<file path="config.mk">
export PLATFORM = sky130hd
export DESIGN_NAME = deco_salida_picoblaze
export DESIGN_NICKNAME = d
export VERILOG_FILES = /design/src/rtl/deco_salida_picoblaze.sv
export SDC_FILE = /design/constraint.sdc
export NUM_CORES = 1
export LEC_CHECK = 0
export BUFFER_PORTS_ARGS = -buffer_cell sky130_fd_sc_hd__buf_4
export CAP_MARGIN = 30
export CELL_PAD_IN_SITES_DETAIL_PLACEMENT = 1
export CELL_PAD_IN_SITES_GLOBAL_PLACEMENT = 1
export CORE_MARGIN = 2
export CORE_UTILIZATION = 41
export CTS_CLUSTER_DIAMETER = 80
export DETAILED_ROUTE_END_ITERATION = 8
export PLACE_DENSITY_LB_ADDON = 0.1
export SETUP_SLACK_MARGIN = 0.4
export SLEW_MARGIN = 10
export SYNTH_ARGS = -nofsm -noshare
export SYNTH_HDL_FRONTEND = slang
export SYNTH_SLANG_ARGS = --single-unit
</file>
<file path="constraint.sdc">
create_clock -name clk -period 4.02 [get_ports clk]
set_input_delay 0.804 -clock clk [delete_from_list [all_inputs] [get_ports clk]]
set_output_delay 0.804 -clock clk [all_outputs]
set_load 0.005 [all_outputs]
</file>
<file path="src/rtl/deco_salida_picoblaze.sv">
// PicoBlaze output-port decoder that issues RTC read/write starts; ERR_FLAG_EN adds a sticky error_cmd flag.
// Latency: register writes and start pulses appear one cycle after write_strobe.
// Backpressure: while ocupado=1, register writes and commands are dropped.
module deco_salida_picoblaze (
    input  logic       clk,
    input  logic       rst,
    input  logic       write_strobe,
    input  logic [7:0] port_id,
    input  logic [7:0] out_port,
    input  logic       listo_lee,
    input  logic       listo_escribe,
    output logic [7:0] RG1_out,
    output logic [7:0] RG2_out,
    output logic [7:0] RG3_out,
    output logic [7:0] direccion,
    output logic       inicia_lee,
    output logic       inicia_escribe,
    output logic       ocupado
`ifdef ERR_FLAG_EN
    ,
    output logic       error_cmd
`endif
);

    typedef enum logic [1:0] {REPOSO, LEYENDO, ESCRIBIENDO} estado_t;

    estado_t estado, estado_sig;
    logic    wr_cmd;
    logic    inicia_lee_sig, inicia_escribe_sig;

    assign wr_cmd  = write_strobe && (port_id == 8'h05);
    assign ocupado = (estado != REPOSO);

    always_comb begin
        estado_sig         = estado;
        inicia_lee_sig     = 1'b0;
        inicia_escribe_sig = 1'b0;
        case (estado)
            REPOSO: begin
                if (wr_cmd && out_port[1:0] == 2'b01) begin
                    estado_sig     = LEYENDO;
                    inicia_lee_sig = 1'b1;
                end else if (wr_cmd && out_port[1:0] == 2'b10) begin
                    estado_sig         = ESCRIBIENDO;
                    inicia_escribe_sig = 1'b1;
                end
            end
            LEYENDO: begin
                if (listo_lee)
                    estado_sig = REPOSO;
            end
            ESCRIBIENDO: begin
                if (listo_escribe)
                    estado_sig = REPOSO;
            end
            default: estado_sig = REPOSO;
        endcase
    end

    always_ff @(posedge clk or posedge rst) begin
        if (rst) begin
            estado         <= REPOSO;
            inicia_lee     <= 1'b0;
            inicia_escribe <= 1'b0;
        end else begin
            estado         <= estado_sig;
            inicia_lee     <= inicia_lee_sig;
            inicia_escribe <= inicia_escribe_sig;
        end
    end

    // Data/address are frozen for the whole transaction the sequencer is running.
    always_ff @(posedge clk or posedge rst) begin
        if (rst) begin
            RG1_out   <= 8'h00;
            RG2_out   <= 8'h00;
            RG3_out   <= 8'h00;
            direccion <= 8'h00;
        end else if (write_strobe && !ocupado) begin
            case (port_id)
                8'h01:   RG1_out   <= out_port;
                8'h02:   RG2_out   <= out_port;
                8'h03:   RG3_out   <= out_port;
                8'h04:   direccion <= out_port;
                default: ;
            endcase
        end
    end

`ifdef ERR_FLAG_EN
    logic cmd_rechazado;
    logic wr_clr;

    // A command is accepted only from REPOSO with exactly one start bit set.
    assign cmd_rechazado = wr_cmd &&
                           !((estado == REPOSO) &&
                             (out_port[1:0] == 2'b01 || out_port[1:0] == 2'b10));
    assign wr_clr        = write_strobe && (port_id == 8'h06);

    always_ff @(posedge clk or posedge rst) begin
        if (rst)
            error_cmd <= 1'b0;
        else if (wr_clr)
            error_cmd <= 1'b0;
        else if (cmd_rechazado)
            error_cmd <= 1'b1;
    end
`endif

endmodule

</file>
; Yosys cells after proc, flatten, opt, wreduce, memory -nomap -nowiden
; Cells that the tools add are included.
[word_totals]
reg_bits = 36
in_bits = 21
output_inout_bits = 35
word_cells = 41
[classes]
eq_ne = 12
n_mux = 10
n_reduce_logical = 12
[ops]
columns = op, count
row1 = $eq A8 B2 Y1 const B, 2
row2 = $eq A8 B3 Y1 const B, 2
row3 = $eq A8 B1 Y1 const B, 1
row4 = $mux W2, 4
row5 = $reduce_and A2 Y1, 4
row6 = $pmux W2 S3, 1
row7 = $mux W1, 5
row8 = $eq A2 B1 Y1 const B, 2
row9 = $eq A2 B2 Y1 const B, 2
row10 = $logic_and A1 B1 Y1, 4
row11 = $ne A2 B2 Y1 const B, 2
row12 = $ne A3 B3 Y1 const B, 1
row13 = $reduce_and A3 Y1, 1
row14 = $logic_not A2 Y1, 1
row15 = $reduce_bool A2 Y1, 1
row16 = $logic_not A1 Y1, 1

; Logic depth before layout (Yosys ltp)
[logic_depth]
depth_word = 6
mapped_depth = 5
mapped_depth_nobuf = 3

; Least setup slack after synthesis
; No wires, ideal clock.
[synth_path]
path_type = input-to-reg
startpoint = input port_id[3]
endpoint = register RG3_out[0]
setup_ns = 0.125
arrival_time_ns = 2.435
setup_slack_ns = 1.460
path_stages = 5
n_path_buf = 2
path_cell_list = or4b_1 buf_2 or4_4 buf_6 mux2_4
[synth_between]
elab_chain_len = 2
[synth_lines]
columns = element, line
row1 = start: declaration, 8  ; input logic [7:0] port_id,
row2 = $eq A8 B2 Y1, 80  ; case (port_id)
row3 = $reduce_and A2 Y1 (no line), -
row4 = end signal: assignment, 83  ; 8'h03: RG3_out <= out_port;
row5 = end: declaration, 14  ; output logic [7:0] RG3_out,
; No other way between the ends.
; A chain may end at the register's enable or synchronous reset.

; Worst setup path in the final report
[layout_path]
startpoint = input port_id[3]
endpoint = register direccion[7]
[layout_between]
elab_chain_len = 2
[layout_lines]
columns = element, line
row1 = $eq A8 B3 Y1, 80
row2 = $reduce_and A2 Y1 (no line), -
row3 = end signal: assignment, 84  ; 8'h04: direccion <= out_port;
row4 = end: declaration, 15  ; output logic [7:0] direccion,
; No other way between the ends.

==> results.sh <==
export IMPL_cp_end_kind="flop"
export IMPL_setup_violations=0
export IMPL_netlist_area_sq_um=1490
export IMPL_hold_buffers=0
export IMPL_hold_violations=0
export IMPL_setup_tns_ns=0
export IMPL_yosys_area_top_type="dfrtp_1"
export IMPL_critical_path_class="input pin to flop"
export IMPL_portBuffers=55
export IMPL_rsz0062_at_grt="false"
export IMPL_worstPathCellList="buf_4 > or4b_1 > nor4_4 > mux2_2"
export IMPL_grt_use_total_pct=17.7
export IMPL_grt_start_max_net_pins=28
export IMPL_synth_top_cells_by_count="dfrtp_1, mux2_2, mux2_4"
export IMPL_grt_pass1_vias=1110
export IMPL_wirelength_microns=3270
export IMPL_crit_slowest_cell="or4b_1"
export IMPL_synth_cells=94
export IMPL_clockBufferDepth=2
export IMPL_synth_edf_count=0
export IMPL_vdd_drop_max_v=0.000241
export IMPL_area_growth_pct=35.0
export IMPL_synth_main_ff_cell="dfrtp_1"
export IMPL_overflow=0
export IMPL_p_leak_uw=0.00109
export IMPL_wire_per_inst_microns=16.3
export IMPL_start_util_pct=43.7
export IMPL_ios=56
export IMPL_drtPass1Iterations=2
export IMPL_drt_iter0_drc=17
export IMPL_place_area_sq_um=1950
export IMPL_place_congestion=0.701
export IMPL_fin_crit_ns=2.49
export IMPL_synth_distinct_cells=17
export IMPL_yosys_warnings=0
export IMPL_via_per_inst=4.97
export IMPL_p_per_area_nw_per_um2=334
export IMPL_worst_slew_pin_transition_ns=0.695
export IMPL_worst_slack_ns=1.53
export IMPL_antenna_found_initial=0
export IMPL_finalClockSkew_ns=0.00637
export IMPL_outcome="finished, final reports clean"
export IMPL_drc_errors=0
export IMPL_fp_row_count=21
export IMPL_synth_nets=115
export IMPL_cts_setup_buffers=0
export IMPL_yosysSeqAreaShare_pct=60.4
export IMPL_cpPeakStageDelay_ns=0.70
export IMPL_async_flop_share_pct=100
export IMPL_via_count=994
export IMPL_numCtsBuffers=5
export IMPL_cts_sinks=36
export IMPL_clkLatencyLatePin_ns=0.33
export IMPL_fmax_mhz=401
export IMPL_path_buf_inv=1
export IMPL_cts_tree="built"
export IMPL_cts_resized=0
export IMPL_netlist_area_leader_share_pct=60.4
export IMPL_die_height_microns=64.3
export IMPL_grt_first_pass_wirelength_microns=5420
export IMPL_synth_area_leaders="dfrtp_1, mux2_2, mux2_4, nor4_4, nand2b_1"
export IMPL_drive_gt1_share_pct=64.9
export IMPL_ys_ff_latch=36
export IMPL_drv_slew=0
export IMPL_antenna_left=0
export IMPL_worstHoldPathType="input pin to asynchronous set/reset pin"
export IMPL_period_share_pct=62.0
export IMPL_fill_cells=348
export IMPL_num_antenna_cells=0
export IMPL_yosysMostFrequentCell="dfrtp_1"
export IMPL_place_ws_ns=1.15
export IMPL_worstSetupStartpointType="input pin"
export IMPL_arrival_ns=2.71
export IMPL_relSlewSlack_pct=53.3
export IMPL_dieArea_sq_um=4140
export IMPL_cp_top_family="simple AND/OR/NAND/NOR gates"
export IMPL_cp_required_ns=4.24
export IMPL_maxCapViolations=0
export IMPL_dpl_hpwl_microns=2410
export IMPL_clkTransAtPathRegs_ns=0.10
export IMPL_final_area_sq_um=2010
export IMPL_p_total_uw=673
export IMPL_h_tree_depth=2
export IMPL_clock_tree_root_cell="clkbuf_4"
export IMPL_core_area_sq_um=3420
export IMPL_die_w_microns=64.3
export IMPL_final_nets=175
export IMPL_cp_max_fo=8
export IMPL_avgSynthCellArea_sq_um=15.9
## state kept, by name (all words and copies together), names as in the netlist
register,cells
inicia_escribe,1
inicia_lee,1
estado,2
direccion,8
RG3_out,8
RG2_out,8
RG1_out,8
## report_power, final
group	internal [uW]	switching, uW
clock	99.2	111
sequential	377	8.81
combinational	45.9	31.3
## worst paths after layout
path / depth (start not counted) / end / start / slack, ns
hold / removal: 2 / RG2_out[7]$_DFFE_PP0P_ / rst / 0.44
min in group clk: 1 / direccion[4]$_DFFE_PP0P_ / direccion[4]$_DFFE_PP0P_ / 0.51
max in group asynchronous: 3 / direccion[7]$_DFFE_PP0P_ / rst / 2.90
hold reg to reg: 1 / direccion[4]$_DFFE_PP0P_ / direccion[4]$_DFFE_PP0P_ / 0.51
setup reg to reg: 3 / direccion[7]$_DFFE_PP0P_ / estado[1]$_DFFE_PP0P_ / 1.73
setup / recovery: 4 / direccion[7]$_DFFE_PP0P_ / port_id[3] / 1.53
## placed cells by master, fill, tap and decap left out
| cell type | count |
|---|---|
| mux2_4 | 8 |
| nand2_1 | 3 |
| nor3_1 | 1 |
| or2_2 | 1 |
| clkbuf_8 | 2 |
| o21ai_0 | 1 |
| buf_4 | 56 |
| nand2b_1 | 4 |
| dfrtp_1 | 36 |
| mux2_2 | 24 |
| clkbuf_4 | 5 |
| inv_1 | 3 |
| nor2_1 | 2 |
| or4_4 | 1 |
| or4_1 | 2 |
| o32ai_1 | 1 |
| or4b_1 | 1 |
| nor4_4 | 3 |
## cell type report
type,instances,area [sq um],area share [%]
clock buffers,7,65.1,3.23
flip-flops and latches,36,901,44.7
repair buffers,56,420,20.9
inverters,3,11.3,0.559
well taps,46,57.6,2.86
multi-input cells,52,559,27.8
## worst register-to-register path, stage by stage (launching register included)
cell,delay [ns]
dfrtp_1,0.41
or4_1,0.70
nor4_4,0.66
mux2_2,0.41
## cell families (layout without fill, tap and decap cells)
group	count (synthesis)	after routing	share of synthesized area [%]
buffers and inverters	6	66	2.18
AOI/OAI and AO/OA	2	2	0.922
DFF	36	36	60.4
and+or+nand+nor	18	18	10.4
muxes	32	32	26.2
## through the flow
stage	util, %	hold WS [ns]	std cells
2_1_floorplan	-	0.467	94
3_3_place_gp	57.1	0.493	193
3_5_place_dp	57.1	0.498	193
4_1_cts	59.0	0.451	200
5_1_grt	59.0	0.462	200
6_report	59.0	0.443	200
## layer usage
metal	share of wire, %	wire, microns	track usage [%]	vias to the layer above
met4	1.3	43	7.18	0
met3	5.0	164	4.23	5
met1	40	1320	21.0	502
li1	-	-	-	453
met5	0	0	0	-
met2	53	1740	30.9	34
No activity file was read; power rests on OpenSTA's default activity.
